`config.mk`:
```
export PLATFORM = sky130hd
export DESIGN_NAME = delivery_game
export DESIGN_NICKNAME = d
export VERILOG_FILES = /design/src/rtl/delivery_game_pkg.sv /design/src/rtl/delivery_sensor.sv /design/src/rtl/delivery_game.sv
export SDC_FILE = /design/constraint.sdc
export NUM_CORES = 1
export LEC_CHECK = 0
export BUFFER_PORTS_ARGS = -buffer_cell sky130_fd_sc_hd__clkbuf_2
export CORE_MARGIN = 1.5
export CORE_UTILIZATION = 55
export CTS_CLUSTER_SIZE = 20
export DETAILED_ROUTE_END_ITERATION = 10
export PLACE_DENSITY = 0.85
export SETUP_SLACK_MARGIN = 0.02
export SYNTH_ARGS = -nofsm -noshare
export SYNTH_HDL_FRONTEND = slang
export SYNTH_SLANG_ARGS = --single-unit
export TNS_END_PERCENT = 1
```
`constraint.sdc`:
```
create_clock -name clock -period 1.9 [get_ports clock]
set_input_delay 0.285 -clock clock [delete_from_list [all_inputs] [get_ports clock]]
set_output_delay 0.285 -clock clock [all_outputs]
set_load 0.02 [all_outputs]
```
`src/rtl/delivery_game_pkg.sv`:
```
// Shared state codes, timing constants and row-generation helpers for the delivery game.
package delivery_game_pkg;

  typedef enum logic [3:0] {
    StIdle = 4'd0,
    StInit = 4'd1,
    StPlay = 4'd2,
    StEval = 4'd3,
    StGen  = 4'd4,
    StLose = 4'd5,
    StWin  = 4'd6
  } state_e;

  localparam int unsigned MeasPeriod  = 60;
  localparam int unsigned EchoTimeout = 30;
  localparam int unsigned TickFast    = 250;
  localparam int unsigned TickMed     = 500;
  localparam int unsigned TickSlow    = 1000;
  localparam int unsigned PwmPeriod   = 20;
  localparam int unsigned WinScore    = 7;

  localparam int unsigned MeasW = 6;
  localparam int unsigned EchoW = 5;
  localparam int unsigned TickW = 10;
  localparam int unsigned PwmW  = 5;

  localparam logic [7:0] LfsrSeed = 8'hA5;

  function automatic logic [3:0] row_obstacle(input logic [7:0] l);
    return 4'b0001 << l[1:0];
  endfunction

  // An offset of 3 would wrap back onto the obstacle lane; it folds to the adjacent lane.
  function automatic logic [3:0] row_objective(input logic [7:0] l);
    logic [1:0] lane;
    lane = l[1:0] + 2'd1 + ((l[4:3] == 2'd3) ? 2'd0 : l[4:3]);
    return l[2] ? (4'b0001 << lane) : 4'b0000;
  endfunction

endpackage

```
`src/rtl/delivery_sensor.sv`:
```
// Ultrasonic ranging: periodic trigger, synchronized echo-width count, tick-period select.
module delivery_sensor
  import delivery_game_pkg::*;
(
  input  logic             i_clk,
  input  logic             i_rst_n,
  input  logic             i_echo,
  output logic             o_trigger,
  output logic [TickW-1:0] o_tick_period
);

  logic [MeasW-1:0] r_meas;
  logic             r_trigger;
  logic             r_echo_s1;
  logic             r_echo_s2;
  logic             r_echo_prev;
  logic             r_armed;
  logic             r_valid;
  logic [EchoW-1:0] r_count;
  logic [EchoW-1:0] r_latched;
  logic             w_meas_wrap;
  logic             w_fall;

  assign w_meas_wrap = (r_meas == MeasW'(MeasPeriod - 1));
  assign w_fall      = r_echo_prev & ~r_echo_s2;
  assign o_trigger   = r_trigger;

  always_ff @(posedge i_clk) begin
    if (!i_rst_n) begin
      r_meas      <= '0;
      r_trigger   <= 1'b0;
      r_echo_s1   <= 1'b0;
      r_echo_s2   <= 1'b0;
      r_echo_prev <= 1'b0;
      r_armed     <= 1'b0;
      r_valid     <= 1'b0;
      r_count     <= '0;
      r_latched   <= '0;
    end else begin
      r_meas      <= w_meas_wrap ? '0 : r_meas + 1'b1;
      r_trigger   <= w_meas_wrap;
      r_echo_s1   <= i_echo;
      r_echo_s2   <= r_echo_s1;
      r_echo_prev <= r_echo_s2;
      if (r_trigger) begin
        // A measurement still open at the next trigger is closed with whatever it counted.
        if (r_armed) begin
          r_latched <= r_count;
          r_valid   <= 1'b1;
        end
        r_armed <= 1'b1;
        r_count <= '0;
      end else if (r_armed) begin
        if (w_fall) begin
          r_latched <= r_count;
          r_valid   <= 1'b1;
          r_armed   <= 1'b0;
        end else if (r_echo_s2 && (r_count != EchoW'(EchoTimeout))) begin
          r_count <= r_count + 1'b1;
        end
      end
    end
  end

  always_comb begin
    o_tick_period = TickW'(TickSlow);
    if (r_valid) begin
      if (r_latched <= EchoW'(1)) begin
        o_tick_period = TickW'(TickFast);
      end else if (r_latched == EchoW'(2)) begin
        o_tick_period = TickW'(TickMed);
      end
    end
  end

endmodule

```
`src/rtl/delivery_game.sv`:
```
// Lane-dodging game core: game FSM, player movement, row generation and servo PWM.
module delivery_game
  import delivery_game_pkg::*;
(
  input  logic       clock,
  input  logic       reset,
  input  logic       jogar,
  input  logic [6:0] botoes,
  input  logic       echo,
  output logic [3:0] estado,
  output logic [2:0] pontuacao,
  output logic       pronto,
  output logic       pwm,
  output logic       trigger,
  output logic [3:0] db_player_position,
  output logic [3:0] db_new_obstacle,
  output logic [3:0] db_new_objective
);

  state_e           r_state;
  state_e           w_state_next;
  logic [1:0]       r_pos;
  logic [2:0]       r_score;
  logic [3:0]       r_obst;
  logic [3:0]       r_objv;
  logic [TickW-1:0] r_tick;
  logic [TickW-1:0] r_period;
  logic [TickW-1:0] w_tick_period;
  logic [7:0]       r_lfsr;
  logic [1:0]       r_btn_prev;
  logic [1:0]       w_rise;
  logic [PwmW-1:0]  r_pwm_cnt;
  logic             r_pwm;
  logic             w_move_ok;
  logic [2:0]       w_score_inc;
  logic             w_unused;

  delivery_sensor u_sensor (
    .i_clk         (clock),
    .i_rst_n       (reset),
    .i_echo        (echo),
    .o_trigger     (trigger),
    .o_tick_period (w_tick_period)
  );

  assign w_rise      = botoes[1:0] & ~r_btn_prev;
  assign w_move_ok   = (r_state == StPlay) || (r_state == StEval) || (r_state == StGen);
  assign w_score_inc = r_score + 3'd1;
  assign w_unused    = ^botoes[6:2];

  always_ff @(posedge clock) begin
    if (!reset) begin
      r_state <= StIdle;
    end else begin
      r_state <= w_state_next;
    end
  end

  always_comb begin
    w_state_next = r_state;
    unique case (r_state)
      StIdle: if (jogar) w_state_next = StInit;
      StInit: w_state_next = StPlay;
      StPlay: if (r_tick == r_period - 1'b1) w_state_next = StEval;
      StEval: begin
        if (r_obst[r_pos]) begin
          w_state_next = StLose;
        end else if (r_objv[r_pos] && (w_score_inc == 3'(WinScore))) begin
          w_state_next = StWin;
        end else begin
          w_state_next = StGen;
        end
      end
      StGen: w_state_next = StPlay;
      StLose, StWin: if (jogar) w_state_next = StInit;
      default: w_state_next = StIdle;
    endcase
  end

  always_ff @(posedge clock) begin
    if (!reset) begin
      r_pos      <= '0;
      r_score    <= '0;
      r_obst     <= '0;
      r_objv     <= '0;
      r_tick     <= '0;
      r_period   <= TickW'(TickSlow);
      r_lfsr     <= LfsrSeed;
      r_btn_prev <= '0;
    end else begin
      r_lfsr     <= {r_lfsr[6:0], r_lfsr[7] ^ r_lfsr[5] ^ r_lfsr[4] ^ r_lfsr[3]};
      r_btn_prev <= botoes[1:0];
      if (w_move_ok) begin
        if ((w_rise == 2'b01) && (r_pos != 2'd0)) begin
          r_pos <= r_pos - 2'd1;
        end else if ((w_rise == 2'b10) && (r_pos != 2'd3)) begin
          r_pos <= r_pos + 2'd1;
        end
      end
      case (r_state)
        StInit: begin
          r_pos    <= '0;
          r_score  <= '0;
          r_obst   <= '0;
          r_objv   <= '0;
          r_tick   <= '0;
          r_period <= w_tick_period;
        end
        StPlay: r_tick <= r_tick + 1'b1;
        StEval: if (!r_obst[r_pos] && r_objv[r_pos]) r_score <= w_score_inc;
        StGen: begin
          r_obst   <= row_obstacle(r_lfsr);
          r_objv   <= row_objective(r_lfsr);
          r_tick   <= '0;
          r_period <= w_tick_period;
        end
        default: ;
      endcase
    end
  end

  // Frame is high for 1+position clocks; output lags the frame counter by one clock.
  always_ff @(posedge clock) begin
    if (!reset) begin
      r_pwm_cnt <= '0;
      r_pwm     <= 1'b0;
    end else begin
      r_pwm_cnt <= (r_pwm_cnt == PwmW'(PwmPeriod - 1)) ? '0 : r_pwm_cnt + 1'b1;
      r_pwm     <= (r_pwm_cnt <= {3'b000, r_pos});
    end
  end

  assign estado             = r_state;
  assign pontuacao          = r_score;
  assign pronto             = (r_state == StLose) || (r_state == StWin);
  assign pwm                = r_pwm;
  assign db_player_position = {2'b00, r_pos};
  assign db_new_obstacle    = r_obst;
  assign db_new_objective   = r_objv;

endmodule

```
After elaboration in Yosys (flattened, before gate mapping). Cells that the tools add are included.

Add/subtract/negate cells: 10. $lt $le $gt $ge: 3. Equal/unequal tests: 19. Shift-type cells: 2. Muxes and demuxes: 32. Bitwise operators: 9. Reductions and logical operators: 27.

Operator list (count): 10-bit 2-to-1 mux (3); 5-bit 2-to-1 mux (4); 10-bit one-hot mux with 2 select lines (1); 4-bit one-hot mux with 2 select lines (2); 4-bit one-hot mux with 4 select lines (1); 4-bit by 3-bit equality test with 1-bit output, second input constant (3); 4-bit 2-to-1 mux (3); 2-bit nonzero test (6); 10-bit by 1-bit adder with 10-bit output, second input constant (1); 5-bit by 1-bit adder with 5-bit output, second input constant (2); 10-bit equality test (1); 2-bit 2-to-1 mux (5); 2-bit OR reduction (5); 10-bit by 1-bit subtractor with 10-bit output, second input constant (1); 1-bit 2-to-1 mux (9); 4-bit by 2-bit equality test with 1-bit output, second input constant (2); 2-bit AND reduction (4); 1-bit by 2-bit left shift with 4-bit output, first input constant (2); 6-bit by 1-bit adder with 6-bit output, second input constant (1); 6-bit equality test, second input constant (1); 2-bit by 1-bit inequality test with 1-bit output, second input constant (3); 3-bit one-hot mux with 2 select lines (1); 5-bit by 2-bit equality test with 1-bit output, second input constant (1); 5-bit equality test, second input constant (1); 26 further kinds (39).

Register bits: 75. Input bits: 11. Output and inout port bits: 22. Logic and storage cells: 122.

Longest topological paths before layout.
Word-level depth: 6. Depth in mapped cells: 6. Gate-level depth less buffers: 6.

By module. From an unflattened synthesis, not the netlist that was laid out.

Cell total of the unflattened synthesis: 420. Area, all modules: 3693.5 um^2.

Modules (own cells, without submodules): delivery_game (instances 1, cells each 313, area each 2716.4 um^2, sequential area each 1041.0 um^2); delivery_sensor (instances 1, cells each 107, area each 977.2 um^2, sequential area each 440.4 um^2).

Least setup slack after synthesis. Ideal clock, no wire load.

Path type: reg2reg. Start: reg r_pos[0]. End: reg r_state[0] (netlist: estado[0]). Library setup time: 121 ps. Arrival: 1686 ps. Data required time: 1779 ps. Slack: 93 ps. Stages on the path, launching flop included: 6. Buffers on the path: 1. Clock period less this slack: 1807 ps. Cells stage by stage: dfxtp_1 clkbuf_1 mux4_1 a311oi_1 a211o_1 o31ai_1.

Word-level cells in the longest chain between the ends: 4.

Ends and longest elaborated chain: start: declaration (line delivery_game.sv:22) `logic [1:0] r_pos;`; start signal: assignment (line delivery_game.sv:95) `r_pos <= r_pos - 2'd1;`; start signal: assignment (line delivery_game.sv:97) `r_pos <= r_pos + 2'd1;`; 1-bit binary-select mux with 2-bit select (line delivery_game.sv:66) `if (r_obst[r_pos]) begin`; 1-bit 2-to-1 mux (implied by the code) (line delivery_game.sv:66); 2-bit 2-to-1 mux (line delivery_game.sv:66); 4-bit one-hot mux with 4 select lines (line delivery_game.sv:61) `unique case (r_state)`; end signal: assignment (line delivery_game.sv:53) `r_state <= StIdle;`; end signal: assignment (line delivery_game.sv:55) `r_state <= w_state_next;`; end: declaration (line delivery_game.sv:20) `state_e r_state;`.

No other way between the ends. The select of a mux whose other input is x is not followed. A chain may end at the register's enable or synchronous reset.

Worst setup path in the final report. Same ends and word-level chain as after synthesis.

==> reports/metrics.cfg <==
[job]
maxCapViolCount = 0

[logic_synthesis]
synth-edff-count = 0
synth.avg_cell_area_um2 = 8.86
synth_warnings = 0
synthSimpleGateAreaFrac_pct = 24.7
yosys-top-cells-area = dfxtp_1 43%, nor2_1 5.0%, xnor2_1 4.8%
synthAdderAreaFrac_pct = 4.23
synth_top_family_by_area = simple AND/OR/NAND/NOR gates
ys_seq_elements = 70
synthXorXnorAreaFrac_pct = 8.08
async_reset_ff_share_pct = 0
synth_cells = 367
synth_top_area_cell = dfxtp_1
netlist_area_mm2 = 0.00325
synth_compound_area_share_pct = 11.8
seq_area_frac_synth_pct = 43.1
ys_types = 54
muxShareOfSynthArea_pct = 3.65
netlist.area_leader.share_pct = 43.1
synthFlopType = dfxtp_1

[clock_tree]
numCtsBuffers = 9
cts_root_buf = clkbuf_8
path_clk_slew_ns = 0.08
h-tree-depth = 3
cts_sinks = 70
cts_buffer_depth = 2
clk_latency_ns = 0.36
cts_tree = done

[placed_design]
post_dp_cell_area_mm2 = 0.00349
gp_congestion = 0.823
pre_cts_ws_ns = 0.145
port_buffers = 24
place_inst = 461
dpl.hpwl_um = 4620

[grt]
grt_pass1_vias = 2506
gr-total-overflow = 0
antenna_found_initial = 0
grt_max_degree = 18
grt_pass1_wl_um = 10700
grt_use_total_pct = 21.9

[route]
dr_wl_met3_um = 288
first_pass_iters = 5
viasPerCell = 5.58
drc = 0
drt-initial-drc-count = 145
wl_per_cell_um = 13.6
routed.top_layer = met4
wl_met1_um = 2840
postRouteAntennaNets = 0
vias = 2675
dr_wl_met2_um = 3300
wl_um = 6510

[die]
die_y_um = 79.9
rows = 27
start_util_pct = 58.0
core_area_mm2 = 0.00561
boundaryPins = 33
fp.dieW_um = 79.9
die_area_mm2 = 0.00638

[power]
leakagePower_nw = 1.50
ir_worst_vdd_v = 0.000644
power.density_mw_per_mm2 = 841

[timing]
setup_viol = 0
setup_ws_ns = 0.114
fin_skew_ns = 0.00703
finalMaxSlewViolations = 0
fin_crit_sh_pct = 94.0
finalSetupTns_ns = 0
final.min_clock_period_ns = 1.79
hold-worst-slack_ns = 0.136
final_hold_viol_count = 0
rsz0062_at_grt = no
slew_headroom_pct = 65.9
worstMarginPinSlew_ns = 0.505
timing.fmax_mhz = 560

[layout]
multi_input_area_mm2 = 0.00172
fin_cells = 479
finalNetCount = 424
drive_gt1_share_pct = 16.2
area_delta_synth_final_pct = 14.3
fillers = 430
seq_area_mm2 = 0.00141
final_area_mm2 = 0.00372
antenna_cells = 0

[critical_path]
crit_family = multiplexers
cp_max_fo = 9
crit_chain = mux4_1 -> a311oi_1 -> a211o_1 -> o31ai_1
critPathLaunchType = flip-flop
required_ns = 2.14
end_kind = flip-flop
worstPathArrival_ns = 2.02
slowest_delay_ns = 0.61
critPathBufInv = 0
worstSetupPathType = reg2reg
slowest_stage = mux4_1

[worst_hold_path]
hold_class = in2reg

[status]
status = completed

-- cell families (layout without fill, tap and decap cells) --
group / after synthesis / after routing
other cells: 1 / 3
mux: 9 / 9
fa+ha+maj: 11 / 11
xor+xnor: 30 / 30
buf+inv: 34 / 72
flops: 70 / 70
simple gates: 151 / 151
compound gates: 61 / 61
-- final timing paths --
path | from | slack, ns | depth (start not counted) | end
hold / removal | echo | 0.14 | 2 | u_sensor.r_echo_s1
setup reg to reg | r_pos[0] | 0.11 | 4 | estado[0]
setup / recovery | r_pos[0] | 0.11 | 4 | estado[0]
hold reg to reg | r_lfsr[6] | 0.42 | 1 | r_lfsr[7]
-- timing repair --
item                                   in CTS  in global routing
hold buffers                                0                  0
gates resized for setup                     1                  3
setup buffers                               0                  2
setup endpoints to repair                   1                  1
endpoints found under the hold margin       0                  0
-- synth_stat cells, types with 3 or more instances --
cell type and instances:
nor2_1 43, xor2_1 12, a21oi_1 13, o21a_1 7
nand2_1 24, nand3b_1 3, mux2i_1 7, or3_1 3
inv_1 17, o31ai_1 4, buf_4 3, ha_1 11
or4_1 3, clkbuf_1 11, a31oi_1 3, nor4_1 6
dfxtp_1 70, nor2b_1 6, nor3_1 8, nand2b_1 14
and2_1 10, nand3_1 13, xnor2_1 18, o21ai_0 17
-- registers in the layout, indices dropped and copies added, names as in the netlist, 4 cells and up --
register,count
r_lfsr,8
u_sensor.r_meas,6
db_new_obstacle,4
r_tick,10
db_new_objective,4
r_period,6
u_sensor.r_count,5
u_sensor.r_latched,5
r_pwm_cnt,5
-- placed cells by master (no fill, tap or decap), types with 10 or more instances in the layout --
| cell | netlist | routed |
|---|---|---|
| xnor2_1 | 18 | 18 |
| nand2b_1 | 14 | 14 |
| inv_1 | 17 | 17 |
| nand2_1 | 24 | 24 |
| xor2_1 | 12 | 12 |
| clkbuf_2 | 0 | 24 |
| and2_1 | 10 | 10 |
| nor2_1 | 43 | 43 |
| dfxtp_1 | 70 | 67 |
| a21oi_1 | 13 | 13 |
| o21ai_0 | 17 | 17 |
| ha_1 | 11 | 11 |
| clkbuf_8 | 0 | 10 |
| buf_4 | 3 | 15 |
| nand3_1 | 13 | 13 |
-- worst reg2reg max path, delay by kind of cell (launching register included) --
kind           cells  cell delay (ns)
AO/OA/AOI/OAI      3             0.49
flip-flops         1             0.56
multiplexers       1             0.61
-- power by group --
group          leakage [nW]  total [W]  internal (W)  switching, W
Sequential            0.572    0.00157       0.00152     0.0000523
Combinational         0.829   0.000316      0.000136      0.000181
Clock                 0.103    0.00124      0.000650      0.000591
-- routing by layer --
metal	vias up	GRT usage (%)
met5	-	0
met4	0	7.76
met3	9	7.89
met2	64	38.0
met1	1270	24.5
li1	1332	-
-- through the flow --
step	util [%]	total power, W
3_5_place_dp	62.2	0.00191
2_1_floorplan	-	0.00183
4_1_cts	66.0	0.00314
6_report	66.3	0.00313
3_3_place_gp	62.2	0.00189
5_1_grt	66.3	0.00325
-- area by class of cell --
class                      count  share of cell area [%]
inverter                      17                    1.72
clock buffer                  10                    3.70
tap                           72                    2.42
sequential                    70                    37.9
timing repair buffer          39                    6.26
clock inverter                 6                    1.85
multi-input combinational    265                    46.2
No activity file was read; power rests on OpenSTA's default activity.
